File: config.mk
export PLATFORM = sky130hd
export DESIGN_NAME = audio_i2s_tx
export DESIGN_NICKNAME = d
export VERILOG_FILES = /design/src/rtl/audio_pkg.sv /design/src/rtl/audio_sync_fifo.sv /design/src/rtl/audio_i2s_tx.sv
export SDC_FILE = /design/constraint.sdc
export NUM_CORES = 1
export LEC_CHECK = 0
export ABC_AREA = 1
export CAP_MARGIN = 25
export CORE_UTILIZATION = 55
export CTS_CLUSTER_SIZE = 40
export DETAILED_ROUTE_END_ITERATION = 8
export GPL_ROUTABILITY_DRIVEN = 1
export PLACE_DENSITY = 0.77
export SYNTH_ARGS = -nofsm -noshare
export SYNTH_HDL_FRONTEND = slang
export SYNTH_HIERARCHICAL = 1
export SYNTH_SLANG_ARGS = --single-unit
File: constraint.sdc
create_clock -name mclk -period 5.2 [get_ports mclk]
set_input_delay 0.78 -clock mclk [delete_from_list [all_inputs] [get_ports mclk]]
set_output_delay 0.78 -clock mclk [all_outputs]
set_load 0.01 [all_outputs]
File: src/rtl/audio_pkg.sv
// audio_pkg: shared constants and helpers for the I2S transmitter.
//   BCLK_DIV / FRAME_BITS / SLOT_BITS : fixed I2S frame geometry
//   LR_RISE_CNT / LR_FALL_CNT         : bit-counter values on entry to which
//                                       LRCLK switches to right / left
//   LOAD_CNT                          : bit-counter value of the frame-load slot
//   lrclk_next()                      : next word-select value for a new count
package audio_pkg;

  localparam int BCLK_DIV   = 4;
  localparam int FRAME_BITS = 64;
  localparam int SLOT_BITS  = 32;

  localparam int DIV_W = $clog2(BCLK_DIV);
  localparam int CNT_W = $clog2(FRAME_BITS);

  localparam logic [DIV_W-1:0] DIV_LAST    = DIV_W'(BCLK_DIV - 1);
  localparam logic [CNT_W-1:0] LR_RISE_CNT = 6'd31;
  localparam logic [CNT_W-1:0] LR_FALL_CNT = 6'd63;
  localparam logic [CNT_W-1:0] LOAD_CNT    = 6'd63;

  // Word-select encoding on i2s_lrclk.
  typedef enum logic {
    WS_LEFT  = 1'b0,
    WS_RIGHT = 1'b1
  } ws_e;

  // LRCLK leads the data by one BCLK: it flips on entry to the last bit
  // of the preceding slot.
  function automatic logic lrclk_next(input logic cur, input logic [CNT_W-1:0] cnt_new);
    if (cnt_new == LR_RISE_CNT) begin
      return WS_RIGHT;
    end else if (cnt_new == LR_FALL_CNT) begin
      return WS_LEFT;
    end else begin
      return cur;
    end
  endfunction

endpackage

File: src/rtl/audio_sync_fifo.sv
// audio_sync_fifo: single-clock FIFO with show-ahead read port.
//   clk      : clock
//   rst      : synchronous active-high reset (empties the FIFO)
//   wr_en    : write request, ignored while full
//   wr_data  : write data
//   rd_en    : read request (advances the read pointer), ignored while empty
//   rd_data  : entry at the head of the FIFO (valid while !empty)
//   full     : DEPTH entries held
//   empty    : no entries held
//   level    : number of entries held
// Pointers carry one extra MSB so full and empty are told apart without a
// separate counter.
module audio_sync_fifo #(
  parameter int WIDTH = 48,
  parameter int DEPTH = 4
) (
  input  logic                     clk,
  input  logic                     rst,
  input  logic                     wr_en,
  input  logic [WIDTH-1:0]         wr_data,
  input  logic                     rd_en,
  output logic [WIDTH-1:0]         rd_data,
  output logic                     full,
  output logic                     empty,
  output logic [$clog2(DEPTH):0]   level
);

  localparam int AW = $clog2(DEPTH);

  logic [AW:0]      wr_ptr;
  logic [AW:0]      rd_ptr;
  logic [WIDTH-1:0] mem [DEPTH];
  logic             wr_fire;
  logic             rd_fire;

  assign wr_fire = wr_en & ~full;
  assign rd_fire = rd_en & ~empty;

  assign level   = wr_ptr - rd_ptr;
  assign empty   = (wr_ptr == rd_ptr);
  assign full    = (wr_ptr[AW] != rd_ptr[AW]) && (wr_ptr[AW-1:0] == rd_ptr[AW-1:0]);
  assign rd_data = mem[rd_ptr[AW-1:0]];

  always_ff @(posedge clk) begin
    if (rst) begin
      wr_ptr <= '0;
      rd_ptr <= '0;
    end else begin
      if (wr_fire) begin
        wr_ptr <= wr_ptr + 1'b1;
      end
      if (rd_fire) begin
        rd_ptr <= rd_ptr + 1'b1;
      end
    end
  end

  // Storage needs no reset: only entries between the pointers are ever read.
  always_ff @(posedge clk) begin
    if (wr_fire) begin
      mem[wr_ptr[AW-1:0]] <= wr_data;
    end
  end

endmodule

File: src/rtl/audio_i2s_tx.sv
// audio_i2s_tx: I2S master transmitter, 64 BCLK per stereo frame.
//   mclk         : 12.288 MHz audio master clock (sole clock)
//   reset        : synchronous active-high reset
//   pll_locked   : low acts exactly like reset
//   enable       : run BCLK/LRCLK and the frame engine
//   s_valid/s_ready/s_left/s_right : stereo frame input
//   i2s_bclk     : mclk/4 bit clock
//   i2s_lrclk    : word select (0 = left, 1 = right)
//   i2s_sd       : serial data, MSB first, changes on BCLK falling edges
//   fifo_level   : frames currently buffered
//   underrun     : sticky flag, set when a frame load finds the FIFO empty
//   underrun_clr : clears underrun (a coincident new underrun wins)
//   underrun_cnt : saturating underrun counter
// Optional feature macro: AUDIO_I2S_TX_UNDERRUN_CNT_EN enables underrun_cnt;
// without it underrun_cnt is tied to 0.
//
// Handshake: a frame transfers on every mclk edge where s_valid & s_ready;
// s_valid may be raised at any time and the sender keeps s_left/s_right
// stable until the transfer; s_ready is registered and only reflects FIFO
// space, never s_valid.
module audio_i2s_tx
  import audio_pkg::*;
#(
  parameter int DW         = 24,
  parameter int FIFO_DEPTH = 4
) (
  input  logic                          mclk,
  input  logic                          reset,
  input  logic                          pll_locked,
  input  logic                          enable,
  input  logic                          s_valid,
  output logic                          s_ready,
  input  logic [DW-1:0]                 s_left,
  input  logic [DW-1:0]                 s_right,
  output logic                          i2s_bclk,
  output logic                          i2s_lrclk,
  output logic                          i2s_sd,
  output logic [$clog2(FIFO_DEPTH):0]   fifo_level,
  output logic                          underrun,
  input  logic                          underrun_clr,
  output logic [15:0]                   underrun_cnt
);

  localparam int LW = $clog2(FIFO_DEPTH) + 1;

  logic                  srst;
  logic                  push;
  logic                  pop;
  logic                  bclk_fall;
  logic                  load;
  logic                  underrun_evt;

  logic [DIV_W-1:0]      div;
  logic [DIV_W-1:0]      div_inc;
  logic [CNT_W-1:0]      cnt;
  logic [CNT_W-1:0]      cnt_inc;

  logic [2*DW-1:0]       fifo_rd_data;
  logic                  fifo_full;
  logic                  fifo_empty;
  logic [LW-1:0]         level_next;

  logic [DW-1:0]         rd_left;
  logic [DW-1:0]         rd_right;
  logic [SLOT_BITS-1:0]  left_slot;
  logic [SLOT_BITS-1:0]  right_slot;
  logic [FRAME_BITS-1:0] frame_new;
  logic [FRAME_BITS-1:0] shreg;

  assign srst = reset | ~pll_locked;

  // ---------------------------------------------------------------------
  // Frame buffer
  // ---------------------------------------------------------------------
  assign push = s_valid & s_ready & ~fifo_full;
  assign pop  = load & ~fifo_empty;

  audio_sync_fifo #(
    .WIDTH (2 * DW),
    .DEPTH (FIFO_DEPTH)
  ) u_fifo (
    .clk     (mclk),
    .rst     (srst),
    .wr_en   (push),
    .wr_data ({s_left, s_right}),
    .rd_en   (pop),
    .rd_data (fifo_rd_data),
    .full    (fifo_full),
    .empty   (fifo_empty),
    .level   (fifo_level)
  );

  // s_ready is registered, so it must look at the level after this cycle's
  // push/pop or a frame could be accepted into a full FIFO.
  assign level_next = fifo_level + LW'(push) - LW'(pop);

  // ---------------------------------------------------------------------
  // Clock division and frame timing
  // ---------------------------------------------------------------------
  assign div_inc      = div + 1'b1;
  assign cnt_inc      = cnt + 1'b1;
  assign bclk_fall    = enable & (div == DIV_LAST);
  assign load         = bclk_fall & (cnt == LOAD_CNT);
  assign underrun_evt = load & fifo_empty;

  // Samples are MSB-justified in their 32-bit slot; unused LSBs are 0.
  assign {rd_left, rd_right} = fifo_rd_data;
  assign left_slot  = SLOT_BITS'(rd_left)  << (SLOT_BITS - DW);
  assign right_slot = SLOT_BITS'(rd_right) << (SLOT_BITS - DW);
  // No bypass: a load from an empty FIFO plays silence even if a frame is
  // being pushed in the same cycle.
  assign frame_new  = fifo_empty ? '0 : {left_slot, right_slot};

  always_ff @(posedge mclk) begin
    if (srst) begin
      div       <= '0;
      cnt       <= '0;
      i2s_bclk  <= 1'b0;
      i2s_lrclk <= WS_LEFT;
      i2s_sd    <= 1'b0;
      shreg     <= '0;
      s_ready   <= 1'b0;
      underrun  <= 1'b0;
    end else begin
      s_ready <= (level_next != LW'(FIFO_DEPTH));

      if (underrun_evt) begin
        underrun <= 1'b1;
      end else if (underrun_clr) begin
        underrun <= 1'b0;
      end

      if (!enable) begin
        // Parked: line idles low and the next start is a fresh frame at cnt 0.
        div       <= '0;
        cnt       <= '0;
        i2s_bclk  <= 1'b0;
        i2s_lrclk <= WS_LEFT;
        i2s_sd    <= 1'b0;
        shreg     <= '0;
      end else begin
        div      <= div_inc;
        // Registered copy of the divider MSB: BCLK falls on the same edge
        // that updates sd and lrclk.
        i2s_bclk <= div_inc[DIV_W-1];
        if (bclk_fall) begin
          cnt       <= cnt_inc;
          i2s_lrclk <= lrclk_next(i2s_lrclk, cnt_inc);
          if (load) begin
            i2s_sd <= frame_new[FRAME_BITS-1];
            shreg  <= {frame_new[FRAME_BITS-2:0], 1'b0};
          end else begin
            i2s_sd <= shreg[FRAME_BITS-1];
            shreg  <= {shreg[FRAME_BITS-2:0], 1'b0};
          end
        end
      end
    end
  end

  // ---------------------------------------------------------------------
  // Underrun event counter
  // ---------------------------------------------------------------------
`ifdef AUDIO_I2S_TX_UNDERRUN_CNT_EN
  logic [15:0] ur_cnt;

  always_ff @(posedge mclk) begin
    if (srst) begin
      ur_cnt <= '0;
    end else if (underrun_evt) begin
      // A clear coinciding with an event restarts the count at that event.
      if (underrun_clr) begin
        ur_cnt <= 16'd1;
      end else if (ur_cnt != 16'hFFFF) begin
        ur_cnt <= ur_cnt + 16'd1;
      end
    end else if (underrun_clr) begin
      ur_cnt <= '0;
    end
  end

  assign underrun_cnt = ur_cnt;
`else
  assign underrun_cnt = '0;
`endif

endmodule

==> metrics.txt, run 1 <==
Via-to-Cell Ratio=5.60; Switching Share=19.1%; Post-DP HPWL=11.5 mm; row cnt=51; HP Class=flop to flop; worst-margin pin slew=935 ps; r2r endpoint=u_fifo/mem[2][29]$_DFFE_PP_; R2R setup slack=1830 ps; first-pass GRT wire length=34.6 mm; max_cap viols=0; Syn-to-layout area delta=14.0%; Worst Skew=6.53 ps; DIE HEIGHT=144 microns; Mapped Cells=951; R2R depth=10; Unique masters post-synth=36; Tmin final=about 3400 ps; antenna cells=0; Worst-Skew Late Latency=between 500 and 600 ps; DRC viols=0; combinational power share=around 2.6%; post-synth top area share=52.1%; PostCTS Resize Cnt=0; DRT antenna net count=0; #FFs+latches synth=267; Hold Violations, Final=0; detailed-route wire length=21.5 mm; Mean Syn Cell Area=around 12 sq um; P per Cell Area=340 mW/mm^2; root buf cell=clkbuf_16; post-route cell area=0.0126 sq mm; Finished Layout Cells=between 1000 and 1500; CTS tree=yes; final setup fails=0; RSZ-0062 raised after global routing=no; Die Width=144 microns; element type at the critical path end=flop; Clock power frac=43.9%; Leak=between 4 and 5 nW; total core area=slightly below 0.02 sq mm; register area share after synthesis=65.6%; number of I/O pins=78; initial drt markers=~530; warnings from Yosys=6; nets@finish=about 1100; placed cell count=~1200; sw power=between 0.8 and 0.9 mW; Hold EP=div[0]$_SDFF_PP0_; vias in the first global route=6784; share of cells above drive strength 1=15.3%; Final Util=between 60 and 70%; Seq pwr share=53.5%; final period utilization=64.7%; top cells by area, synth=edfxtp_1, dfxtp_1, o21ai_0; gpl congestion=0.781; TritonRoute pass-1 iters=5; WL/cell=16.8 microns; number of buffers created by CTS=27; final max-slew violation count=0; Crit path arrival time=3570 ps; total grt overflow=0; antenna violations before repair=0; maximum vdd drop=between 0.3 and 0.4 mV; Die ar.=0.0207 sq mm; total setup buffers inserted after CTS=0; IO buf count=61; cts hold-fix bufs=0; hold path startpoint=div[0]$_SDFF_PP0_; clock sink count=approximately 270; Hold WS=421 ps; most frequent cells in the layout=edfxtp_1, o21ai_0, a21oi_1; CP required=around 5400 ps; Sum Neg Setup Slack=0 ps; Area after DPL=about 0.012 sq mm; CP Max Fanout=27; reg2reg start=u_fifo/wr_ptr[0]$_SDFFE_PP0P_; clock buffer depth=3; Worst Hold Depth=1; Starting Density=56.5%; Synth Cell Area=0.0111 sq mm; largest net degree at the start of global routing=97; P_int=3.48 mW; outcome=finished clean; CP startpoint kind=flop; Via Count=around 7000; Max Clk Rate=0.297 GHz; most common cell after layout, fill and taps aside=edfxtp_1; Max-slew headroom=37.5%; Critical Setup Path Class=flop to flop; Yosys top cell by area=edfxtp_1; GRT Overall Usage=21.4%; Worst-path clk slew=60 ps; CTS H-tree depth=1
## worst max-delay path, cell delays in order, from the launching register on
cell     delay [ps]
dfxtp_1         420
inv_1           120
ha_1            320
nand2_1         100
inv_1            90
nand3_2         130
inv_1           100
nor2_1          360
nand2_1         280
nor2_4          770
buf_4           370
## cell families after synthesis
logic type,count (synthesis),synth area share [%]
AOI/OAI and AO/OA,315,17.2
xor gates and xnor gates,2,0.158
adders and majority gates,14,1.72
buffers and inverters,115,5.83
DFF,267,65.6
other,1,0.0339
and+or+nand+nor,237,9.46
## power groups by stage
| stage | clock, mW | combinational, mW | sequential [mW] |
|---|---|---|---|
| floorplan | 0 | 0.0482 | 2.35 |
| detailed placement | 0 | 0.111 | 2.34 |
| global route | 2.01 | 0.122 | 2.30 |
| finish | 1.89 | 0.110 | 2.30 |
| CTS | 1.91 | 0.111 | 2.30 |
| global placement | 0 | 0.109 | 2.34 |
## synth_stat cells (all sizes together)
cell type,instances
o21ai,147
conb,1
nand4,1
buf,46
clkbuf,28
nor3,1
xnor2,1
dfxtp,75
a21oi,115
nand2,101
ha,12
a31oi,1
nor2,123
xor2,1
edfxtp,192
o21bai,1
o22ai,48
nand3,11
inv,41
fa,2
o211ai,3
## worst max-delay path by stage
stage / startpoint / to / slack, ps / depth (start not counted)
after global routing: u_fifo/wr_ptr[0]$_SDFFE_PP0P_ / u_fifo/mem[2][29]$_DFFE_PP_ / 1540 / 10
final: u_fifo/wr_ptr[0]$_SDFFE_PP0P_ / u_fifo/mem[2][29]$_DFFE_PP_ / 1830 / 10
after CTS: u_fifo/wr_ptr[0]$_SDFFE_PP0P_ / u_fifo/mem[2][29]$_DFFE_PP_ / 1840 / 10
after floorplan: u_fifo/wr_ptr[0]$_SDFFE_PP0P_ / u_fifo/mem[0][0]$_DFFE_PP_ / 1220 / 9
after global placement: s_valid / u_fifo/mem[2][26]$_DFFE_PP_ / 1850 / 6
after detailed placement: s_valid / u_fifo/mem[2][27]$_DFFE_PP_ / 1790 / 6
## final cells by class
class / instances / area [sq um]
timing repair buffer: 74 / 728
clock inverter: 6 / 60.1
inverter: 41 / 159
sequential: 267 / 7270
multi-input combinational: 584 / 3260
fill: 1489 / 6960
tap: 265 / 332
clock buffer: 43 / 826
## state kept, by name, summed over array words and instances, names as in the netlist, named ones only
signal / flops
i2s_sd: 1
underrun: 1
div: 1
u_fifo/mem: 192
shreg: 55
s_ready: 1
cnt: 6
i2s_lrclk: 1
u_fifo/rd_ptr: 3
u_fifo/wr_ptr: 3
i2s_bclk: 1
## metal layers
layer | up-vias | track usage (%) | share of wire, %
li1 | 3436 | - | -
met2 | 242 | 35.8 | 48
met4 | 0 | 5.77 | 1.8
met3 | 41 | 2.80 | 5.6
met5 | - | 0 | 0
met1 | 3449 | 29.5 | 44
## metrics by stage
step / total power, mW / setup slack [ps]
2_1_floorplan: 2.39 / 1220
3_3_place_gp: 2.45 / 1850
3_5_place_dp: 2.46 / 1790
4_1_cts: 4.32 / 1840
5_1_grt: 4.43 / 1540
6_report: 4.30 / 1830
Power figures use the tool's default switching activity.
==> run 2: changes to the inputs <==
==> constraint.sdc (replaced) <==
create_clock -name mclk -period 3.3 [get_ports mclk]
set_input_delay 0.495 -clock mclk [delete_from_list [all_inputs] [get_ports mclk]]
set_output_delay 0.495 -clock mclk [all_outputs]
set_load 0.01 [all_outputs]
==> run 2 against run 1 <==
Compared with the run above: utilization increased by 0.32 points; sequential cell count did not move; final cell count is 0.16% higher; largest cell class unchanged; sequential share of layout area decreased by 0.28 points.
==> metrics.txt, run 2 (same netlist as run 1, synthesis figures left out) <==
total grt overflow=0 (unchanged); Hold WS=427 ps (+5.77 ps); Max Clk Rate=0.334 GHz; row cnt=51 (unchanged); antenna violations before repair=0 (unchanged); Post-DP HPWL=10.6 mm (-7.7%); Crit path arrival time=2500 ps (-1070 ps); DIE HEIGHT=144 microns (unchanged); CTS tree=yes; maximum vdd drop=0.468 mV (+52%); CP Max Fanout=5 (-81%); total power draw=6.81 mW (+58%); Die ar.=0.0207 sq mm (unchanged); total setup buffers inserted after CTS=0 (unchanged); worst-margin pin slew=975 ps (+39.5 ps); gpl congestion=0.828 (+6.1%); Max-slew headroom=35.0% (-2.5 points); sw power=1.30 mW (+59%); outcome=finished clean; Starting Density=56.5% (unchanged); Worst Hold Depth=1 (unchanged); PostCTS Resize Cnt=0 (unchanged); CTS H-tree depth=1 (unchanged); GRT Overall Usage=21.2% (-0.22 points); Tmin final=2990 ps; Syn-to-layout area delta=14.6%; detailed-route wire length=21.2 mm (-1.1%); Critical Setup Path Class=flop to output port; Clock power frac=44.2% (+0.3 points); vias in the first global route=6911 (+1.9%); DRC viols=0 (unchanged); max reg flops=192 (unchanged); Final WS setup=305 ps (-1530 ps); Via-to-Cell Ratio=5.58 (-0.43%); RSZ-0062 raised after global routing=no; placed cell count=1232 (+0.16%); nets@finish=1064 (+0.094%); CP required=2800 ps (-2610 ps); Leak=4.40 nW (+0.59%); cts hold-fix bufs=0 (unchanged); P per Cell Area=537 mW/mm^2 (+58%); Hold Violations, Final=0 (unchanged); Die Width=144 microns (unchanged); P_int=5.51 mW (+58%); Worst-Skew Late Latency=530 ps (+20 ps); Worst-path clk slew=60 ps (about the same); Setup Slack @ Placement=502 ps (-1280 ps); Via Count=7148 (-0.28%); combinational power share=2.6% (about the same); antenna cells=0 (unchanged); R2R depth=16 (+6); final period utilization=90.8%; Worst Skew=15.9 ps (+9.33 ps); root buf cell=clkbuf_16; largest net degree at the start of global routing=97 (unchanged); most frequent cells in the layout=edfxtp_1, o21ai_0, a21oi_1; Finished Layout Cells=1282 (+0.16%); most common cell after layout, fill and taps aside=edfxtp_1; DRT antenna net count=0 (unchanged); max_cap viols=0 (unchanged); final max-slew violation count=0 (unchanged); HP Class=flop to flop; Switching Share=19.1% (+0.055 points); number of I/O pins=78 (unchanged); number of buffers created by CTS=27 (unchanged); TritonRoute pass-1 iters=5 (unchanged); CP startpoint kind=flop; clock buffer depth=3 (unchanged); WL/cell=16.6 microns (-1.3%); share of cells above drive strength 1=15.7% (+0.46 points); final setup fails=0 (unchanged); Seq pwr share=53.2% (-0.3 points); element type at the critical path end=output port; initial drt markers=522 (-1.3%); clock sink count=267 (unchanged); first-pass GRT wire length=34.2 mm (-1.0%); total core area=0.0196 sq mm (unchanged); IO buf count=61 (unchanged)
[run 2: path summary, 6_finish.rpt]
kind	slack, ps	start	endpoint
worst min-delay path	430	div[0]$_SDFF_PP0_	div[0]$_SDFF_PP0_
worst max register to register	460	u_fifo/wr_ptr[0]$_SDFFE_PP0P_	s_ready$_SDFF_PP0_
worst min register to register	430	div[0]$_SDFF_PP0_	div[0]$_SDFF_PP0_
worst max-delay path	310	u_fifo/wr_ptr[0]$_SDFFE_PP0P_	fifo_level[2]
[run 2: power groups by stage]
stage / Sequential (mW) / Clock [mW] / Combinational [mW]
finish: 3.62 / 3.01 / 0.177
global route: 3.62 / 3.19 / 0.195
CTS: 3.62 / 3.07 / 0.178
detailed placement: 3.69 / 0 / 0.177
global placement: 3.69 / 0 / 0.175
floorplan: 3.70 / 0 / 0.0759
[run 2: area by class of cell]
cell class,count,area [sq um]
well taps,265,332
repair buffers,75,766
clock inverters,9,82.6
inverters,41,159
fillers,1472,6900
multi-input cells,584,3260
flip-flops and latches,267,7270
clock buffers,41,828
[run 2: per-layer routing]
layer,part of all wire (%),vias up,track usage (%)
met5,0,-,0
li1,-,3434,-
met2,49,221,36.7
met3,5.9,34,2.97
met1,44,3459,27.7
met4,1.8,0,6.44
[run 2: critical path, stage by stage (launching register included)]
cell	delay [ps]
dfxtp_1	400
inv_1	110
ha_1	220
fa_1	370
xor2_1	270
clkdlybuf4s50_1	600
[run 2: metrics by stage]
stage / instance area (sq um) / utilization (%) / setup TNS, ps
5_1_grt: 12700 / 64.8 / 0
2_1_floorplan: 11100 / - / -131140
3_3_place_gp: 11800 / 60.1 / 0
3_5_place_dp: 11800 / 60.1 / 0
4_1_cts: 12700 / 64.8 / 0
6_report: 12700 / 64.8 / 0
==> run 3: changes to the inputs <==
--- a/config.mk
+++ b/config.mk
@@ -8,9 +8,10 @@
 export ABC_AREA = 1
 export CAP_MARGIN = 25
 export CORE_UTILIZATION = 55
+export CTS_CLUSTER_DIAMETER = 40
 export CTS_CLUSTER_SIZE = 40
 export DETAILED_ROUTE_END_ITERATION = 8
-export GPL_ROUTABILITY_DRIVEN = 1
+export GPL_ROUTABILITY_DRIVEN = 0
 export PLACE_DENSITY = 0.77
 export SYNTH_ARGS = -nofsm -noshare
 export SYNTH_HDL_FRONTEND = slang
==> run 3 against run 2 <==
Compared with the run above: sequential share of layout area decreased by 0.95 points; sequential power hardly changed; via count up 0.57%; wire length is 1.4% higher; hold slack lost 1.8 ps; register-to-register slack lost 50 ps; first-iteration DRC count grew 10%; clock skew is essentially flat; non-clock buffer count stayed put; largest cell class unchanged; largest power group unchanged.
==> metrics.txt, run 3 (same netlist as run 1, synthesis figures left out) <==
antenna cells=0 (unchanged); CTS H-tree depth=2 (+1); worst-margin pin slew=975 ps (-0.00566 ps); clock sink count=267 (unchanged); final max-slew violation count=0 (unchanged); R2R depth=16 (unchanged); Syn-to-layout area delta=16.6%; clock buffer depth=3 (unchanged); WL/cell=16.6 microns (+0.41%); CP max-delay cell=clkdlybuf4s50_1; GRT Overall Usage=21.6% (+0.42 points); Die Width=144 microns (unchanged); Die ar.=0.0207 sq mm (unchanged); Final WS setup=331 ps (+26.2 ps); share of cells above drive strength 1=16.4% (+0.69 points); PostCTS Resize Cnt=0 (unchanged); max reg flops=192 (unchanged); IO buf count=61 (unchanged); Critical Setup Path Class=flop to output port; Critical Path, Cell by Cell=inv_1 > ha_1 > fa_1 > xor2_1 > clkdlybuf4s50_1; P per Cell Area=572 mW/mm^2 (+6.6%); Final Util=65.9% (+1.1 points); Crit path arrival time=2470 ps (-30 ps); Via-to-Cell Ratio=5.56 (-0.36%); Setup Slack @ Placement=502 ps (unchanged); Post-DP HPWL=10.6 mm (unchanged); number of buffers created by CTS=34 (+26%); final setup fails=0 (unchanged); Worst Skew=15.5 ps (-0.364 ps); first-pass GRT wire length=34.4 mm (+0.66%); element type at the critical path end=output port; vias in the first global route=6821 (-1.3%); DIE HEIGHT=144 microns (unchanged); Starting Density=56.5% (unchanged); total setup buffers inserted after CTS=0 (unchanged); Max Clk Rate=0.337 GHz (+0.88%); detailed-route wire length=21.5 mm (+1.4%); DRT antenna net count=0 (unchanged); final period utilization=90.0% (-0.79 points); max_cap viols=0 (unchanged); total grt overflow=0 (unchanged); HP Class=flop to flop; RSZ-0062 raised after global routing=no; Crit path largest cell delay=590 ps (about the same); Hold EP=div[0]$_SDFF_PP0_; Worst Hold Depth=1 (unchanged); reg2reg start=u_fifo/wr_ptr[0]$_SDFFE_PP0P_; Via Count=7189 (+0.57%); most frequent cells in the layout=edfxtp_1, o21ai_0, a21oi_1; maximum vdd drop=0.398 mV (-15%); CTS tree=yes; Worst-Skew Late Latency=510 ps (-20 ps); root buf cell=clkbuf_16; number of I/O pins=78 (unchanged); row cnt=51 (unchanged); R2R setup slack=410 ps (-50 ps); total power draw=7.39 mW (+8.4%); r2r endpoint=s_ready$_SDFF_PP0_; total core area=0.0196 sq mm (unchanged); initial drt markers=574 (+10%); Hold Violations, Final=0 (unchanged); nets@finish=1071 (+0.66%); hold path startpoint=div[0]$_SDFF_PP0_; Tmin final=2970 ps (-26.2 ps); DRC viols=0 (unchanged); TritonRoute pass-1 iters=5 (unchanged); cts hold-fix bufs=0 (unchanged); Max-slew headroom=35.0% (about the same); CP Max Fanout=5 (unchanged); largest net degree at the start of global routing=97 (unchanged); outcome=finished clean; Finished Layout Cells=1294 (+0.94%); CP startpoint kind=flop; Leak=4.49 nW (+2.1%); most common cell after layout, fill and taps aside=edfxtp_1; antenna violations before repair=0 (unchanged); Worst-path clk slew=50 ps (about the same); CP required=2800 ps (about the same); placed cell count=1232 (unchanged)
run 3: stage by stage:
stage	hold WS (ps)	area [sq um]	TNS [ps]
after global placement	404	11800	0
after CTS	432	12900	0
after floorplan	397	11100	-131140
after detailed placement	425	11800	0
final	425	12900	0
after global routing	464	12900	0
run 3: metal layers:
layer | GRT usage [%] | vias to the layer above | wire length, microns
met5 | 0 | - | 0
li1 | - | 3455 | -
met4 | 8.29 | 0 | 434
met2 | 36.0 | 226 | 10500
met1 | 28.3 | 3468 | 9440
met3 | 3.77 | 40 | 1180
run 3: worst max-delay path by stage:
stage                                  startpoint                    endpoint  slack [ps]
finish              u_fifo/wr_ptr[0]$_SDFFE_PP0P_               fifo_level[2]         330
global route        u_fifo/wr_ptr[0]$_SDFFE_PP0P_          s_ready$_SDFF_PP0_         120
CTS                 u_fifo/wr_ptr[0]$_SDFFE_PP0P_               fifo_level[2]         350
detailed placement  u_fifo/wr_ptr[0]$_SDFFE_PP0P_          s_ready$_SDFF_PP0_         500
global placement    u_fifo/wr_ptr[0]$_SDFFE_PP0P_          s_ready$_SDFF_PP0_         550
floorplan           u_fifo/wr_ptr[0]$_SDFFE_PP0P_  u_fifo/mem[0][0]$_DFFE_PP_        -680
run 3: final cells by class:
class / count / area [sq um]
clock buffers: 42 / 945
well taps: 265 / 332
clock inverters: 20 / 181
inverters: 41 / 159
repair buffers: 75 / 766
flip-flops and latches: 267 / 7270
multi-input cells: 584 / 3260
fillers: 1437 / 6680
run 3: where the power goes:
| group | internal, mW | switching, mW | leakage [nW] | total, mW |
|---|---|---|---|---|
| logic | 0.0847 | 0.0925 | 1.61 | 0.177 |
| registers | 3.62 | 0.00637 | 2.34 | 3.62 |
| clock network | 2.21 | 1.37 | 0.542 | 3.58 |
run 3: critical path: cells and delay by family, from the launching register on:
kind       cells  cell delay (ps)
buf+inv        2              700
xor+xnor       1              270
fa+ha+maj      2              590
flops          1              410
